===== src/rtl/sv32_pma_gate.sv =====
// sv32_pma_gate: physical memory attribute gate between the Sv32 MMU (34-bit
// physical requests) and the 32-bit system bus. Each request is registered,
// checked against the ROM/IO/RAM regions and either issued on the bus or
// turned into a RISC-V access fault (mcause 1/5/7).
// Ports: clk, reset (sync, active-high); MMU side up_valid/up_ready,
// up_wstrb, up_addr[33:0], up_wdata, up_rdata, is_instruction; bus side
// mem_valid/mem_ready, mem_wstrb, mem_addr, mem_wdata, mem_rdata; fault side
// access_fault, fault_cause, fault_address.
// Optional macro PMA_TIMEOUT_EN: bus watchdog of TIMEOUT_CYCLES in ISSUE.
module sv32_pma_gate #(
    parameter logic [31:0] RAM_BASE       = 32'h8000_0000,
    parameter logic [31:0] RAM_SIZE       = 32'h0400_0000,
    parameter logic [31:0] ROM_BASE       = 32'h0001_0000,
    parameter logic [31:0] ROM_SIZE       = 32'h0001_0000,
    parameter logic [31:0] IO_BASE        = 32'h1000_0000,
    parameter logic [31:0] IO_SIZE        = 32'h1000_0000,
    parameter int unsigned TIMEOUT_CYCLES = 1024
) (
    input  logic        clk,
    input  logic        reset,
    input  logic        up_valid,
    output logic        up_ready,
    input  logic [3:0]  up_wstrb,
    input  logic [33:0] up_addr,
    input  logic [31:0] up_wdata,
    output logic [31:0] up_rdata,
    input  logic        is_instruction,
    output logic        mem_valid,
    input  logic        mem_ready,
    output logic [3:0]  mem_wstrb,
    output logic [31:0] mem_addr,
    output logic [31:0] mem_wdata,
    input  logic [31:0] mem_rdata,
    output logic        access_fault,
    output logic [3:0]  fault_cause,
    output logic [33:0] fault_address
);

    if (TIMEOUT_CYCLES < 2) begin : g_tmo_chk
        $error("sv32_pma_gate: TIMEOUT_CYCLES must be at least 2");
    end

    typedef enum logic [2:0] {
        S_IDLE,
        S_CHECK,
        S_ISSUE,
        S_RESP,
        S_FAULT,
        S_WAIT_DROP
    } state_e;

    state_e      state_q, state_d;
    logic [3:0]  wstrb_q, wstrb_d;
    logic [33:0] addr_q, addr_d;
    logic [31:0] wdata_q, wdata_d;
    logic        instr_q, instr_d;
    logic [31:0] rdata_q, rdata_d;
    logic [3:0]  cause_q, cause_d;
    logic [33:0] faddr_q, faddr_d;

`ifdef PMA_TIMEOUT_EN
    localparam int CW = $clog2(TIMEOUT_CYCLES) + 1;
    localparam logic [CW-1:0] CNT_LAST = CW'(TIMEOUT_CYCLES - 1);
    logic [CW-1:0] cnt_q, cnt_d;
`endif

    // Region decode on the low 32 bits; overlap resolved ROM > IO > RAM.
    logic rom_hit, io_hit, ram_hit;
    logic sel_rom, sel_io, any_hit;
    logic is_write, chk_fault;
    logic [3:0] cause_calc;

    always_comb begin
        rom_hit  = (addr_q[31:0] & ~(ROM_SIZE - 32'd1)) == ROM_BASE;
        io_hit   = (addr_q[31:0] & ~(IO_SIZE - 32'd1)) == IO_BASE;
        ram_hit  = (addr_q[31:0] & ~(RAM_SIZE - 32'd1)) == RAM_BASE;
        sel_rom  = rom_hit;
        sel_io   = io_hit & ~rom_hit;
        any_hit  = rom_hit | io_hit | ram_hit;
        is_write = |wstrb_q;
        chk_fault = (|addr_q[33:32])
                  | ~any_hit
                  | (instr_q & sel_io)
                  | (is_write & sel_rom);
        if (instr_q) begin
            cause_calc = 4'd1;
        end else if (is_write) begin
            cause_calc = 4'd7;
        end else begin
            cause_calc = 4'd5;
        end
    end

    always_comb begin
        state_d = state_q;
        wstrb_d = wstrb_q;
        addr_d  = addr_q;
        wdata_d = wdata_q;
        instr_d = instr_q;
        rdata_d = rdata_q;
        cause_d = cause_q;
        faddr_d = faddr_q;
`ifdef PMA_TIMEOUT_EN
        cnt_d   = cnt_q;
`endif
        unique case (state_q)
            S_IDLE: begin
                if (up_valid) begin
                    wstrb_d = up_wstrb;
                    addr_d  = up_addr;
                    wdata_d = up_wdata;
                    instr_d = is_instruction;
                    state_d = S_CHECK;
                end
            end
            S_CHECK: begin
                if (chk_fault) begin
                    cause_d = cause_calc;
                    faddr_d = addr_q;
                    state_d = S_FAULT;
                end else begin
`ifdef PMA_TIMEOUT_EN
                    cnt_d   = '0;
`endif
                    state_d = S_ISSUE;
                end
            end
            S_ISSUE: begin
                // A completion in the expiry cycle still counts as success.
                if (mem_ready) begin
                    rdata_d = mem_rdata;
                    state_d = S_RESP;
                end
`ifdef PMA_TIMEOUT_EN
                else if (cnt_q == CNT_LAST) begin
                    cause_d = cause_calc;
                    faddr_d = addr_q;
                    state_d = S_FAULT;
                end else begin
                    cnt_d = cnt_q + 1'b1;
                end
`endif
            end
            S_RESP: begin
                state_d = S_IDLE;
            end
            S_FAULT: begin
                state_d = S_WAIT_DROP;
            end
            S_WAIT_DROP: begin
                // Hold off until the MMU retracts the trapped request.
                if (!up_valid) begin
                    state_d = S_IDLE;
                end
            end
            default: begin
                state_d = S_IDLE;
            end
        endcase
    end

    always_ff @(posedge clk) begin
        if (reset) begin
            state_q <= S_IDLE;
            wstrb_q <= '0;
            addr_q  <= '0;
            wdata_q <= '0;
            instr_q <= 1'b0;
            rdata_q <= '0;
            cause_q <= '0;
            faddr_q <= '0;
        end else begin
            state_q <= state_d;
            wstrb_q <= wstrb_d;
            addr_q  <= addr_d;
            wdata_q <= wdata_d;
            instr_q <= instr_d;
            rdata_q <= rdata_d;
            cause_q <= cause_d;
            faddr_q <= faddr_d;
        end
    end

`ifdef PMA_TIMEOUT_EN
    always_ff @(posedge clk) begin
        if (reset) begin
            cnt_q <= '0;
        end else begin
            cnt_q <= cnt_d;
        end
    end
`endif

    logic issuing;
    assign issuing = (state_q == S_ISSUE);

    assign mem_valid     = issuing;
    assign mem_addr      = issuing ? addr_q[31:0] : 32'd0;
    assign mem_wstrb     = issuing ? wstrb_q : 4'd0;
    assign mem_wdata     = issuing ? wdata_q : 32'd0;
    assign up_ready      = (state_q == S_RESP);
    assign up_rdata      = rdata_q;
    assign access_fault  = (state_q == S_FAULT);
    assign fault_cause   = cause_q;
    assign fault_address = faddr_q;

endmodule

===== config.mk =====
export PLATFORM = sky130hd
export DESIGN_NAME = sv32_pma_gate
export DESIGN_NICKNAME = d
export VERILOG_FILES = /design/src/rtl/sv32_pma_gate.sv
export SDC_FILE = /design/constraint.sdc
export NUM_CORES = 1
export LEC_CHECK = 0
export CAP_MARGIN = 10
export CORE_UTILIZATION = 39
export DETAILED_ROUTE_END_ITERATION = 10
export PLACE_DENSITY = 0.79
export SLEW_MARGIN = 20
export SYNTH_ARGS = -nofsm -noshare
export SYNTH_HDL_FRONTEND = slang
export SYNTH_SLANG_ARGS = --single-unit

===== constraint.sdc =====
create_clock -name clk -period 2.2 [get_ports clk]
set_input_delay 0.22 -clock clk [delete_from_list [all_inputs] [get_ports clk]]
set_output_delay 0.22 -clock clk [all_outputs]
set_load 0.005 [all_outputs]

==> results of run 1 <==
[state kept, by name, summed over array words and instances (netlist names)]
name / count
up_rdata: 32
addr_q: 34
wdata_q: 32
fault_cause: 3
wstrb_q: 4
state_q: 3
instr_q: 1
fault_address: 34
[worst max-delay path, cell delays in order, from the launching register on]
cell	delay (ps)
sky130_fd_sc_hd__dfxtp_4	350
sky130_fd_sc_hd__nor3b_4	230
sky130_fd_sc_hd__buf_4	180
sky130_fd_sc_hd__clkbuf_16	170
sky130_fd_sc_hd__and2_1	140
sky130_fd_sc_hd__clkdlybuf4s50_1	490
[per-stage QoR]
stage	cell area (um^2)	worst slack, ps	instances
floorplan	5760	564	727
global placement	8440	317	1116
detailed placement	8440	304	1116
CTS	9110	0.503	1153
global route	9160	-64.6	1155
finish	9160	10.9	1155
[cell type report]
type / instances / area [um^2] / area share
clock buffer: 22 / 484 / 0.0529
timing repair buffer: 274 / 2810 / 0.306
tap: 184 / 230 / 0.0251
inverter: 2 / 7.51 / 0.000820
sequential: 143 / 2870 / 0.313
multi-input combinational: 521 / 2660 / 0.290
clock inverter: 9 / 108 / 0.0118
[synthesized netlist by cell type, drive strengths merged]
cell and number:
mux2 1, nor3 3, nor2 4, o21ba 2
dlygate4sd1 1, nor3b 4, and2 69, a21oi 139
clkbuf 46, o21a 1, nand2b 1, o21ai 36
nor2b 1, conb 1, dfxtp 143, or4 1
nand4 1, nor4 4, inv 2, nor4b 1
a211o 1, a211oi 3, buf 14, a21o 1
nand3b 30, or4b 1, nand2 215, or3 1
[how the worst max path moves through the flow]
stage / startpoint / to / slack [ps] / cells after the start
2_1_floorplan: addr_q[33]$_SDFFE_PP0P_ / fault_cause[1]$_SDFFE_PP0P_ / 560 / 6
3_3_place_gp: state_q[0]$_SDFFE_PP0P_ / mem_addr[31] / 320 / 4
3_5_place_dp: wstrb_q[0]$_SDFFE_PP0P_ / state_q[1]$_SDFFE_PP0P_ / 300 / 5
4_1_cts: state_q[0]$_SDFFE_PP0P_ / mem_wdata[2] / 0.5 / 5
5_1_grt: state_q[0]$_SDFFE_PP0P_ / mem_wdata[23] / -60 / 5
6_report: state_q[0]$_SDFFE_PP0P_ / mem_wdata[13] / 10 / 5
[logic make-up after synthesis]
kind of cell / count (synthesis) / synth area share
multiplexers: 1 / 0.00196
flip-flops: 143 / 0.497
other: 1 / 0.000652
AND/OR/NAND/NOR: 336 / 0.287
buffers and inverters: 63 / 0.0474
AO/OA/AOI/OAI: 183 / 0.165
[power breakdown]
group	switching, mW	internal (mW)
logic	0.457	0.455
registers	0.106	2.74
clock network	1.06	1.78
[routing by layer]
layer,vias up,GRT usage
li1,2856,-
met1,2591,0.288
met2,176,0.357
met3,31,0.0618
met4,2,0.101
met5,-,0
[timing repair]
item	4_1_cts	5_1_grt
hold endpoints to repair	0	0
endpoints found under the setup margin	68	47
pin swaps	1	0
resized for setup	21	5
setup buffers	4	1
gates cloned	2	1
==> impl_results.md, run 1 <==
- Leading cell type in the layout, fill and taps excluded: sky130_fd_sc_hd__clkdlybuf4s50_1
- Detail-routed via count per cell: slightly below 5
- Total grt overflow: 0
- Initial antenna violation count: 1
- Height of the die: around 120 um
- Cell type with the largest total area after synthesis: sky130_fd_sc_hd__dfxtp_1
- Synthesized flop and latch total: 143
- Global-route total usage across every layer: 0.226
- DRT Pass-1 Iters: 5
- Leak pwr: 3.44 nW
- Post-synthesis cell count: 727
- Starting density of the core: 0.398
- Most used cells in the layout excluding fill and tap cells: 225 x sky130_fd_sc_hd__clkdlybuf4s50_1, 215 x sky130_fd_sc_hd__nand2_1, 141 x sky130_fd_sc_hd__dfxtp_1
- Via count: around 5700
- Root Buffer Master: sky130_fd_sc_hd__clkbuf_16
- Max_slew headroom: 0.653
- Max-Cap Viols: 0
- Final worst path period need: 2190 ps
- First-pass GRT wire length: 26200 um
- Top-Level Pins: about 250
- Total of hold buffers inserted after clock tree synthesis: 0
- Final HPWL DP: about 12000 um
- Min-delay worst type: input pin to flop
- Routed length on met1: around 7600 um
- Final core utilization: 0.632
- Final routed wire length divided by cell count: about 15 um
- Number of antenna cells inserted: 0
- Detail Route met3 WL: 1020 um
- Cell area after synthesis: 5760 um^2
- Remaining number of nets flagged by the antenna check after routing: 0
- Worst Path Max Fanout: 15
- Hold Path Cell Cnt: 2
- Achievable Freq: 457 MHz
- # DRC: 0
- Area growth syn-to-layout: 59.1%
- Detailed Route WL: 17600 um
- Total core area: ~14000 um^2
- Unrepaired setup endpoints after global routing: yes
- Number of global-route vias before repair: 5006
- Clock sink count: around 140
- Number of cell rows: 44
- Layout cells sized above 1: 0.0762
- Worst endpoint required time: 1980 ps
- Floorplan die width: 123 um
- Number of buffers between clock root and the deepest sink: 2
- Count of yosys warnings during synthesis: 0
- Post-synthesis net count: 834
- Kind of end point of the critical path: output pin
- Area contributors post-synth: sky130_fd_sc_hd__dfxtp_1 50%, sky130_fd_sc_hd__nand2_1 14%, sky130_fd_sc_hd__a21oi_1 12%
- Clock-pin slew of the registers on the worst-case setup and hold paths: about 60 ps
- Clock tree from TritonCTS: yes
- Slew at the pin closest to its max-slew limit: 521 ps
- Sink of the worst hold path: fault_address[6]$_SDFFE_PP0P_
- Sequential cell area fraction in the yosys report: 0.497
- Fin crit share: 0.995
- Origin of the critical flop-to-flop path: wstrb_q[3]$_SDFFE_PP0P_
- Area of the die: 15200 um^2
- Final total negative setup slack: 0 ps
- Fin nets: 1066
- Final total power: about 6.6 mW
- RD Place Congestion: 0.766
- Type of the worst setup path: flop to output pin
- Clock latency reported for the late side of the worst-skew pair: 420 ps
- Largest net degree at the start of global routing: 66
- Layout Skew: 9.58 ps
- Pwr/cell area: 721 nW/um^2
- Register-to-register path setup slack: between 200 and 300 ps
- Avg Cell Area, Syn: 7.92 um^2
- Highest metal used: met5
- Unique cell type count in the Yosys netlist: 38
- Metal2 WL: 8540 um
- Number of hold-slack violations in the final timing report: 0
- Result of the run: finished clean
- Portion of synthesized cell area occupied by the leading cell type: 0.497
- Iter 0 DRT Violations: roughly 410
- Startpoint types: flop
- Worst hold slack after final layout: 285 ps
- Capture instance of the worst register-to-register path: state_q[1]$_SDFFE_PP0P_
- Worst hold start: reset
- Number of buffers created by CTS: 17
- Number of slew-limit violations in the final report: 0
- Final setup vio count: 0
- Worst R2R Path Depth: 5
- Maximum VDD drop: 0.519 mV
- Filler Cell Count: 1254
- Total of buffers placed on input and output ports: 246
- Arrival time of data at the critical path endpoint: around 2000 ps
- Clock H-tree levels: 4
Power figures use the tool's default switching activity.
==> inputs of run 2 (changes only) <==
--- a/config.mk
+++ b/config.mk
@@ -7,6 +7,7 @@
 export LEC_CHECK = 0
 export CAP_MARGIN = 10
 export CORE_UTILIZATION = 39
+export CTS_CLUSTER_DIAMETER = 60
 export DETAILED_ROUTE_END_ITERATION = 10
 export PLACE_DENSITY = 0.79
 export SLEW_MARGIN = 20
==> results of run 2 <==
Final layout, timing and power as in run 1 (identical DEF).
